`config.mk`:
```
export PLATFORM = sky130hd
export DESIGN_NAME = imem_boot_loader_flat
export DESIGN_NICKNAME = d
export VERILOG_FILES = /design/src/rtl/imem_boot_loader_pkg.sv /design/src/rtl/imem_boot_loader_if.sv /design/src/rtl/imem_boot_loader_byte_word_packer.sv /design/src/rtl/imem_boot_loader.sv /design/src/flat_wrapper.sv
export SDC_FILE = /design/constraint.sdc
export NUM_CORES = 1
export LEC_CHECK = 0
export ABC_CLOCK_PERIOD_IN_PS = 3080
export CORE_MARGIN = 2
export CORE_UTILIZATION = 55
export DETAILED_ROUTE_END_ITERATION = 10
export PLACE_DENSITY = 0.78
export SLEW_MARGIN = 30
export SYNTH_ARGS = -nofsm -noshare
export SYNTH_HDL_FRONTEND = slang
export SYNTH_SLANG_ARGS = --single-unit
```
`constraint.sdc`:
```
create_clock -name clk -period 3.08 [get_ports clk]
set_input_delay 0.308 -clock clk [delete_from_list [all_inputs] [get_ports clk]]
set_output_delay 0.308 -clock clk [all_outputs]
set_load 0.05 [all_outputs]
```
`src/rtl/imem_boot_loader_pkg.sv`:
```
// ----------------------------------------------------------------------------
// boot_pkg
// Shared types and constants for the instruction-memory boot loader.
//   boot_state_e           : loader FSM states
//   BOOT_MAGIC             : required first word of every boot image
//   DEFAULT_TIMEOUT_CYCLES : idle-cycle limit between bytes once loading starts
//   is_loading()           : true for the states that accept image bytes
// ----------------------------------------------------------------------------
package boot_pkg;

    typedef enum logic [2:0] {
        S_MAGIC,
        S_LEN,
        S_DATA,
        S_DONE,
        S_ERR
    } boot_state_e;

    localparam logic [31:0] BOOT_MAGIC             = 32'hB007_C0DE;
    localparam int unsigned DEFAULT_TIMEOUT_CYCLES = 100000;

    function automatic logic is_loading(input boot_state_e s);
        return (s == S_MAGIC) || (s == S_LEN) || (s == S_DATA);
    endfunction

endpackage

```
`src/rtl/imem_boot_loader_if.sv`:
```
// ----------------------------------------------------------------------------
// imem_boot_loader_if
// Bundles the loader's byte-stream input and its imem write port.
//   rx_valid/rx_data/rx_ready : valid/ready byte stream into the loader
//   imem_we/imem_addr/imem_wdata : one-cycle word write strobe into imem
// Modports:
//   master : environment side (byte source, imem sink)
//   slave  : loader side
// ----------------------------------------------------------------------------
interface imem_boot_loader_if #(
    parameter int unsigned ADDR_W = 10
);
    logic              rx_valid;
    logic [7:0]        rx_data;
    logic              rx_ready;
    logic              imem_we;
    logic [ADDR_W-1:0] imem_addr;
    logic [31:0]       imem_wdata;

    modport master (
        output rx_valid,
        output rx_data,
        input  rx_ready,
        input  imem_we,
        input  imem_addr,
        input  imem_wdata
    );

    modport slave (
        input  rx_valid,
        input  rx_data,
        output rx_ready,
        output imem_we,
        output imem_addr,
        output imem_wdata
    );
endinterface

```
`src/rtl/imem_boot_loader_byte_word_packer.sv`:
```
// ----------------------------------------------------------------------------
// byte_word_packer
// Packs accepted bytes into little-endian 32-bit words.
//   clk        in   system clock
//   clear      in   synchronous clear of the partial word and byte counter
//   byte_valid in   a byte is accepted this cycle
//   byte_data  in   the accepted byte
//   word       out  completed word (valid only while word_valid is high)
//   word_valid out  one-cycle pulse in the cycle the 4th byte is accepted
// The completed word is presented combinationally in the cycle of the 4th
// byte so the consumer can register its write on that same clock edge.
// ----------------------------------------------------------------------------
module byte_word_packer (
    input  logic        clk,
    input  logic        clear,
    input  logic        byte_valid,
    input  logic [7:0]  byte_data,
    output logic [31:0] word,
    output logic        word_valid
);
    logic [1:0]  byte_cnt;
    logic [23:0] partial;

    always_ff @(posedge clk) begin
        if (clear) begin
            byte_cnt <= '0;
            partial  <= '0;
        end else if (byte_valid) begin
            byte_cnt <= byte_cnt + 2'd1;
            case (byte_cnt)
                2'd0:    partial[7:0]   <= byte_data;
                2'd1:    partial[15:8]  <= byte_data;
                2'd2:    partial[23:16] <= byte_data;
                default: ;
            endcase
        end
    end

    assign word       = {byte_data, partial};
    assign word_valid = byte_valid && (byte_cnt == 2'd3);

endmodule

```
`src/rtl/imem_boot_loader.sv`:
```
// ----------------------------------------------------------------------------
// imem_boot_loader
// Boot sequencer for the rv32i core. Receives an image as a byte stream,
// checks the magic word, reads the word count N, writes N words into imem,
// then releases the core from reset.
//   clk          in   system clock
//   reset        in   synchronous, active-high reset
//   bus          slave modport: rx_valid/rx_data/rx_ready byte stream,
//                imem_we/imem_addr/imem_wdata imem write port
//   core_reset_n out  active-low core reset; 0 until the image is loaded
//   boot_done    out  image loaded, core released
//   boot_error   out  bad magic, oversize length or timeout; sticky
// Image format: MAGIC, N, then N data words, all little-endian.
// ----------------------------------------------------------------------------
module imem_boot_loader
    import boot_pkg::*;
#(
    parameter int unsigned IMEM_DEPTH     = 1024,
    parameter int unsigned ADDR_W         = $clog2(IMEM_DEPTH),
    parameter int unsigned TIMEOUT_CYCLES = DEFAULT_TIMEOUT_CYCLES,
    parameter logic [31:0] MAGIC          = BOOT_MAGIC
) (
    input  logic                 clk,
    input  logic                 reset,
    imem_boot_loader_if.slave    bus,
    output logic                 core_reset_n,
    output logic                 boot_done,
    output logic                 boot_error
);
    localparam int unsigned TO_W = $clog2(TIMEOUT_CYCLES + 1);

    boot_state_e     state;
    boot_state_e     state_next;

    logic            accept;
    logic            word_valid;
    logic [31:0]     word;
    logic            packer_clear;

    // Index is one bit wider than the address so N == IMEM_DEPTH fits.
    logic [ADDR_W:0] index;
    logic [ADDR_W:0] n_words;

    logic [TO_W-1:0] idle_cnt;
    logic            started;
    logic            running;
    logic            timeout_hit;

    logic            load_len;
    logic            data_write;

    assign accept       = bus.rx_valid && bus.rx_ready;
    assign packer_clear = reset || !is_loading(state);

    byte_word_packer u_packer (
        .clk        (clk),
        .clear      (packer_clear),
        .byte_valid (accept),
        .byte_data  (bus.rx_data),
        .word       (word),
        .word_valid (word_valid)
    );

    // The idle timer stays parked until the first byte of an image arrives,
    // so a host may wait arbitrarily long before starting a download.
    assign running     = is_loading(state) && ((state != S_MAGIC) || started);
    assign timeout_hit = running && (idle_cnt == TO_W'(TIMEOUT_CYCLES));

    always_ff @(posedge clk) begin
        if (reset) state <= S_MAGIC;
        else       state <= state_next;
    end

    always_comb begin
        state_next = state;
        load_len   = 1'b0;
        data_write = 1'b0;
        if (timeout_hit) begin
            state_next = S_ERR;
        end else begin
            case (state)
                S_MAGIC: begin
                    if (word_valid) state_next = (word == MAGIC) ? S_LEN : S_ERR;
                end
                S_LEN: begin
                    if (word_valid) begin
                        if (word == 32'd0) begin
                            state_next = S_DONE;
                        end else if (word > 32'(IMEM_DEPTH)) begin
                            state_next = S_ERR;
                        end else begin
                            load_len   = 1'b1;
                            state_next = S_DATA;
                        end
                    end
                end
                S_DATA: begin
                    if (word_valid) begin
                        data_write = 1'b1;
                        if (index == n_words - 1'b1) state_next = S_DONE;
                    end
                end
                default: ;
            endcase
        end
    end

    always_ff @(posedge clk) begin
        if (reset) begin
            index          <= '0;
            n_words        <= '0;
            idle_cnt       <= '0;
            started        <= 1'b0;
            bus.rx_ready   <= 1'b0;
            bus.imem_we    <= 1'b0;
            bus.imem_addr  <= '0;
            bus.imem_wdata <= '0;
            core_reset_n   <= 1'b0;
            boot_done      <= 1'b0;
            boot_error     <= 1'b0;
        end else begin
            bus.rx_ready <= is_loading(state_next);

            if (accept) started <= 1'b1;

            if (accept || !running) idle_cnt <= '0;
            else                    idle_cnt <= idle_cnt + 1'b1;

            bus.imem_we <= data_write;
            if (data_write) begin
                bus.imem_addr  <= index[ADDR_W-1:0];
                bus.imem_wdata <= word;
                index          <= index + 1'b1;
            end

            if (load_len) begin
                n_words <= word[ADDR_W:0];
                index   <= '0;
            end

            // Registered from the current state: the core is released one
            // cycle after S_DONE, i.e. after the final imem write has landed.
            core_reset_n <= (state == S_DONE);
            boot_done    <= (state == S_DONE);
            boot_error   <= (state == S_ERR);
        end
    end

endmodule

```
`src/flat_wrapper.sv`:
```
// flat-port wrapper written by rule: the top's interface ports become plain ports
module imem_boot_loader_flat import boot_pkg::*;
#(
    parameter int unsigned IMEM_DEPTH     = 1024,
    parameter int unsigned ADDR_W         = $clog2(IMEM_DEPTH),
    parameter int unsigned TIMEOUT_CYCLES = DEFAULT_TIMEOUT_CYCLES,
    parameter logic [31:0] MAGIC          = BOOT_MAGIC
)
  (clk, reset, core_reset_n, boot_done, boot_error, bus_rx_valid, bus_rx_data, bus_rx_ready, bus_imem_we, bus_imem_addr, bus_imem_wdata);
  imem_boot_loader_if #(.ADDR_W(ADDR_W)) bus_i ();
  input  logic clk;
  input  logic reset;
  output logic core_reset_n;
  output logic boot_done;
  output logic boot_error;
  input wire logic [$bits(bus_i.rx_valid)-1:0] bus_rx_valid;
  input wire logic [$bits(bus_i.rx_data)-1:0] bus_rx_data;
  output wire logic [$bits(bus_i.rx_ready)-1:0] bus_rx_ready;
  output wire logic [$bits(bus_i.imem_we)-1:0] bus_imem_we;
  output wire logic [$bits(bus_i.imem_addr)-1:0] bus_imem_addr;
  output wire logic [$bits(bus_i.imem_wdata)-1:0] bus_imem_wdata;
  assign bus_i.rx_valid = bus_rx_valid;
  assign bus_i.rx_data = bus_rx_data;
  assign bus_rx_ready = bus_i.rx_ready;
  assign bus_imem_we = bus_i.imem_we;
  assign bus_imem_addr = bus_i.imem_addr;
  assign bus_imem_wdata = bus_i.imem_wdata;
  imem_boot_loader #(.IMEM_DEPTH(IMEM_DEPTH), .ADDR_W(ADDR_W), .TIMEOUT_CYCLES(TIMEOUT_CYCLES), .MAGIC(MAGIC)) u_core (.clk(clk), .reset(reset), .bus(bus_i), .core_reset_n(core_reset_n), .boot_done(boot_done), .boot_error(boot_error));
endmodule
```
==> key figures <==
Status
  • Outcome: complete, no violations

Finish
  • Layout cells sized above 1: 9.29%
  • Layout Nets: 630
  • Ant diodes: 0
  • Finished Core Util: 68.6%
  • Cell area after layout: 6250 sq um
  • Area grow syn2layout: 22.7%
  • Fillers: 725

Pwr
  • P_leak: 2.61 nW
  • Pwr/cell area: 580 nW/um^2
  • Worst vdd ir: 0.406 mV

Yosys
  • Flops & latches, synth: 115
  • Top-area cell type share of the netlist area: 45.2%
  • Synth top cells by count: dfxtp_1 (115), nor2_1 (100), mux2i_1 (52)
  • Number of synthesized flops with an enable pin: 0
  • Xor and xnor area share after synthesis: 6.88%
  • Area contributors post-synth: dfxtp_1 (45%), mux2i_1 (10%), nor2_1 (7.4%), nand3_1 (3.9%), xor2_1 (3.8%)
  • Post-synth cell types: 54
  • Synth Flop Type: dfxtp_1
  • Adder-cell share of the synthesized area: 1.97%
  • Seq/Total Area, Yosys: 45.2%
  • Synth warn: 0
  • Syn_nets: 577
  • Yosys top cell by area: dfxtp_1
  • Multiplexer area fraction after synthesis: 10.2%
  • Largest family of logic cells by synthesized area: simple AND/OR/NAND/NOR gates
  • Simple-Gate Fraction of Synth Area: 24.9%
  • Asr flop ratio synth: 0%
  • Cell with the most instances after synthesis: dfxtp_1
  • Post-Syn Area per Cell: 9.13 sq um
  • Instance count of the mapped netlist: 558
  • Synth Area in Compound Gates: 5.63%
  • Synth Cell Area: 5090 sq um

Routing
  • WL final: 11800 microns
  • Antenna viol nets, final: 0
  • DRC violations left: 0
  • Vias per cell: 5.71
  • Initial DRC Count: 291
  • TritonRoute pass-1 iters: 5
  • Met2 Wirelength: 5680 microns
  • Highest metal used: met4
  • WL/cell: 16.0 microns
  • Via count: 4198
  • Met3 WL: 719 microns
  • Metal-1 WL: 5210 microns

Flow run
  • Max-cap violations: 0

Clocking
  • Clk_lat worst skew: 520 ps
  • Post-cts sizing count: 0
  • TritonCTS buffer count: 17
  • TritonCTS clock tree: built
  • CTS clock-pin slew for the worst setup and hold paths: 60 ps
  • H-tree depth: 4
  • CTS root buffer: clkbuf_8
  • Post-CTS setup buffer count: 0
  • CTS Buffer Depth: 2
  • CTS sink count: 115
  • Hold buffer count at CTS: 0

Floorplanning
  • Ports: 58
  • Die area: 10000 sq um
  • Area of the core: 9110 sq um
  • Row count: 35
  • Die W: 100 microns
  • Initial Utilization: 55.9%
  • Die height: 100 microns

Setup path
  • CP Capture Type: flip-flop
  • CP required: 3460 ps
  • Worst Setup Start Kind: flip-flop
  • Reg2Reg Setup Slack: 620 ps
  • WP data arrival: 2850 ps
  • Critical path class: flip-flop to flip-flop
  • Crit Path Max Fanout: 23

Global route
  • Initial antenna violation count: 0
  • Grt ovf: 0
  • Pin count of the biggest net entering global routing: 62
  • Vias in the first global route: 4001
  • First-pass GRT wire length: 19500 microns
  • All-Layer GR Usage: 24.5%

STA
  • Setup violators final: 0
  • Achievable frequency: 0.406 GHz
  • Final Cycle Share: 80.0%
  • RSZ-0062 raised after global routing: no
  • Max-slew violation count: 0
  • Setup_tns: 0 ps
  • Hold Violations, Final: 0
  • Clock skew: 10.3 ps
  • Slew at the pin closest to its max-slew limit: 714 ps
  • Slew margin rel.: 52.4%
  • Tmin final: 2460 ps

Placement
  • Dpl cell area: 5650 sq um
  • RePlAce Congestion: 0.909
  • HPWL Detailed: 7900 microns
  • IO buf count: 57

Min path
  • Min-delay worst type: input port to flip-flop
==> power by group <==
part	switching [mW]	internal, mW
clock network	0.725	1.26
registers	0.0166	1.50
logic	0.0812	0.0426
total	0.823	2.80
==> cell families after synthesis <==
family / count (synthesis)
multiplexers: 52
flip-flops: 115
AO/OA/AOI/OAI: 45
XOR/XNOR: 40
buffers and inverters: 44
AND/OR/NAND/NOR: 254
adder cells (fa/ha/maj): 8
==> path summary, 6_finish.rpt <==
path                            depth (start not counted)                    start                         to
worst max-delay path                                    6      u_core.idle_cnt[13]  u_core.bus.imem_wdata[23]
worst min-delay path                                    4                    reset        u_core.bus.rx_ready
worst min register to register                          2  u_core.bus.imem_addr[9]    u_core.bus.imem_addr[9]
worst max register to register                          6      u_core.idle_cnt[13]  u_core.bus.imem_wdata[23]
==> cells in the final DEF (no fill, tap or decap), drive strengths merged, types with 3 or more instances in the layout <==
| cell | instances |
|---|---|
| a21oi | 29 |
| and3 | 7 |
| buf | 9 |
| bufinv | 3 |
| clkbuf | 18 |
| clkdlybuf4s50 | 56 |
| clkinvlp | 5 |
| dfxtp | 115 |
| ha | 8 |
| inv | 17 |
| mux2i | 52 |
| nand2 | 43 |
| nand3 | 40 |
| nand4 | 10 |
| nand4b | 3 |
| nor2 | 101 |
| nor3 | 13 |
| nor4 | 13 |
| o31a | 4 |
| or3 | 6 |
| or3b | 3 |
| xnor2 | 18 |
| xor2 | 22 |
==> state kept, by name, summed over array words and instances, names as in the netlist <==
signal and count:
u_core.index 11, u_core.u_packer.byte_cnt 2, u_core.idle_cnt 17, u_core.state 3, u_core.n_words 11, u_core.bus.imem_wdata 32, u_core.u_packer.partial 24, u_core.boot_error 1
u_core.bus.imem_we 1, u_core.bus.rx_ready 1, u_core.core_reset_n 1, u_core.bus.imem_addr 10, u_core.started 1
==> final cells by class <==
cell class	count	area, sq um	area share [%]
tap	111	139	2.22
clock inverter	14	176	2.82
clock buffer	18	428	6.84
inverter	13	48.8	0.780
timing repair buffer	65	626	10.0
multi-input combinational	399	2530	40.5
sequential	115	2300	36.8
==> routing by layer <==
layer	global-route usage, %	vias to the layer above
met5	0	-
met4	7.90	0
met3	6.20	18
met2	40.1	139
met1	31.8	2020
li1	-	2021
==> through the flow <==
| step | instances | setup slack [ps] | hold slack [ps] | power (mW) |
|---|---|---|---|---|
| final | 735 | 616 | 301 | 3.63 |
| after detailed placement | 703 | 418 | 479 | 1.67 |
| after global placement | 703 | 529 | 465 | 1.67 |
| after floorplan | 558 | 782 | 452 | 1.62 |
| after CTS | 735 | 634 | 279 | 3.64 |
| after global routing | 735 | 442 | 302 | 3.73 |
==> worst max-delay path: stages, from the launching register on <==
cell and delay (ps):
dfxtp_1 350, nor4_1 440, nand4_1 320, o31ai_4 430
buf_4 450, mux2i_1 270, nor2_1 60
(Power assumes the default switching activity.)
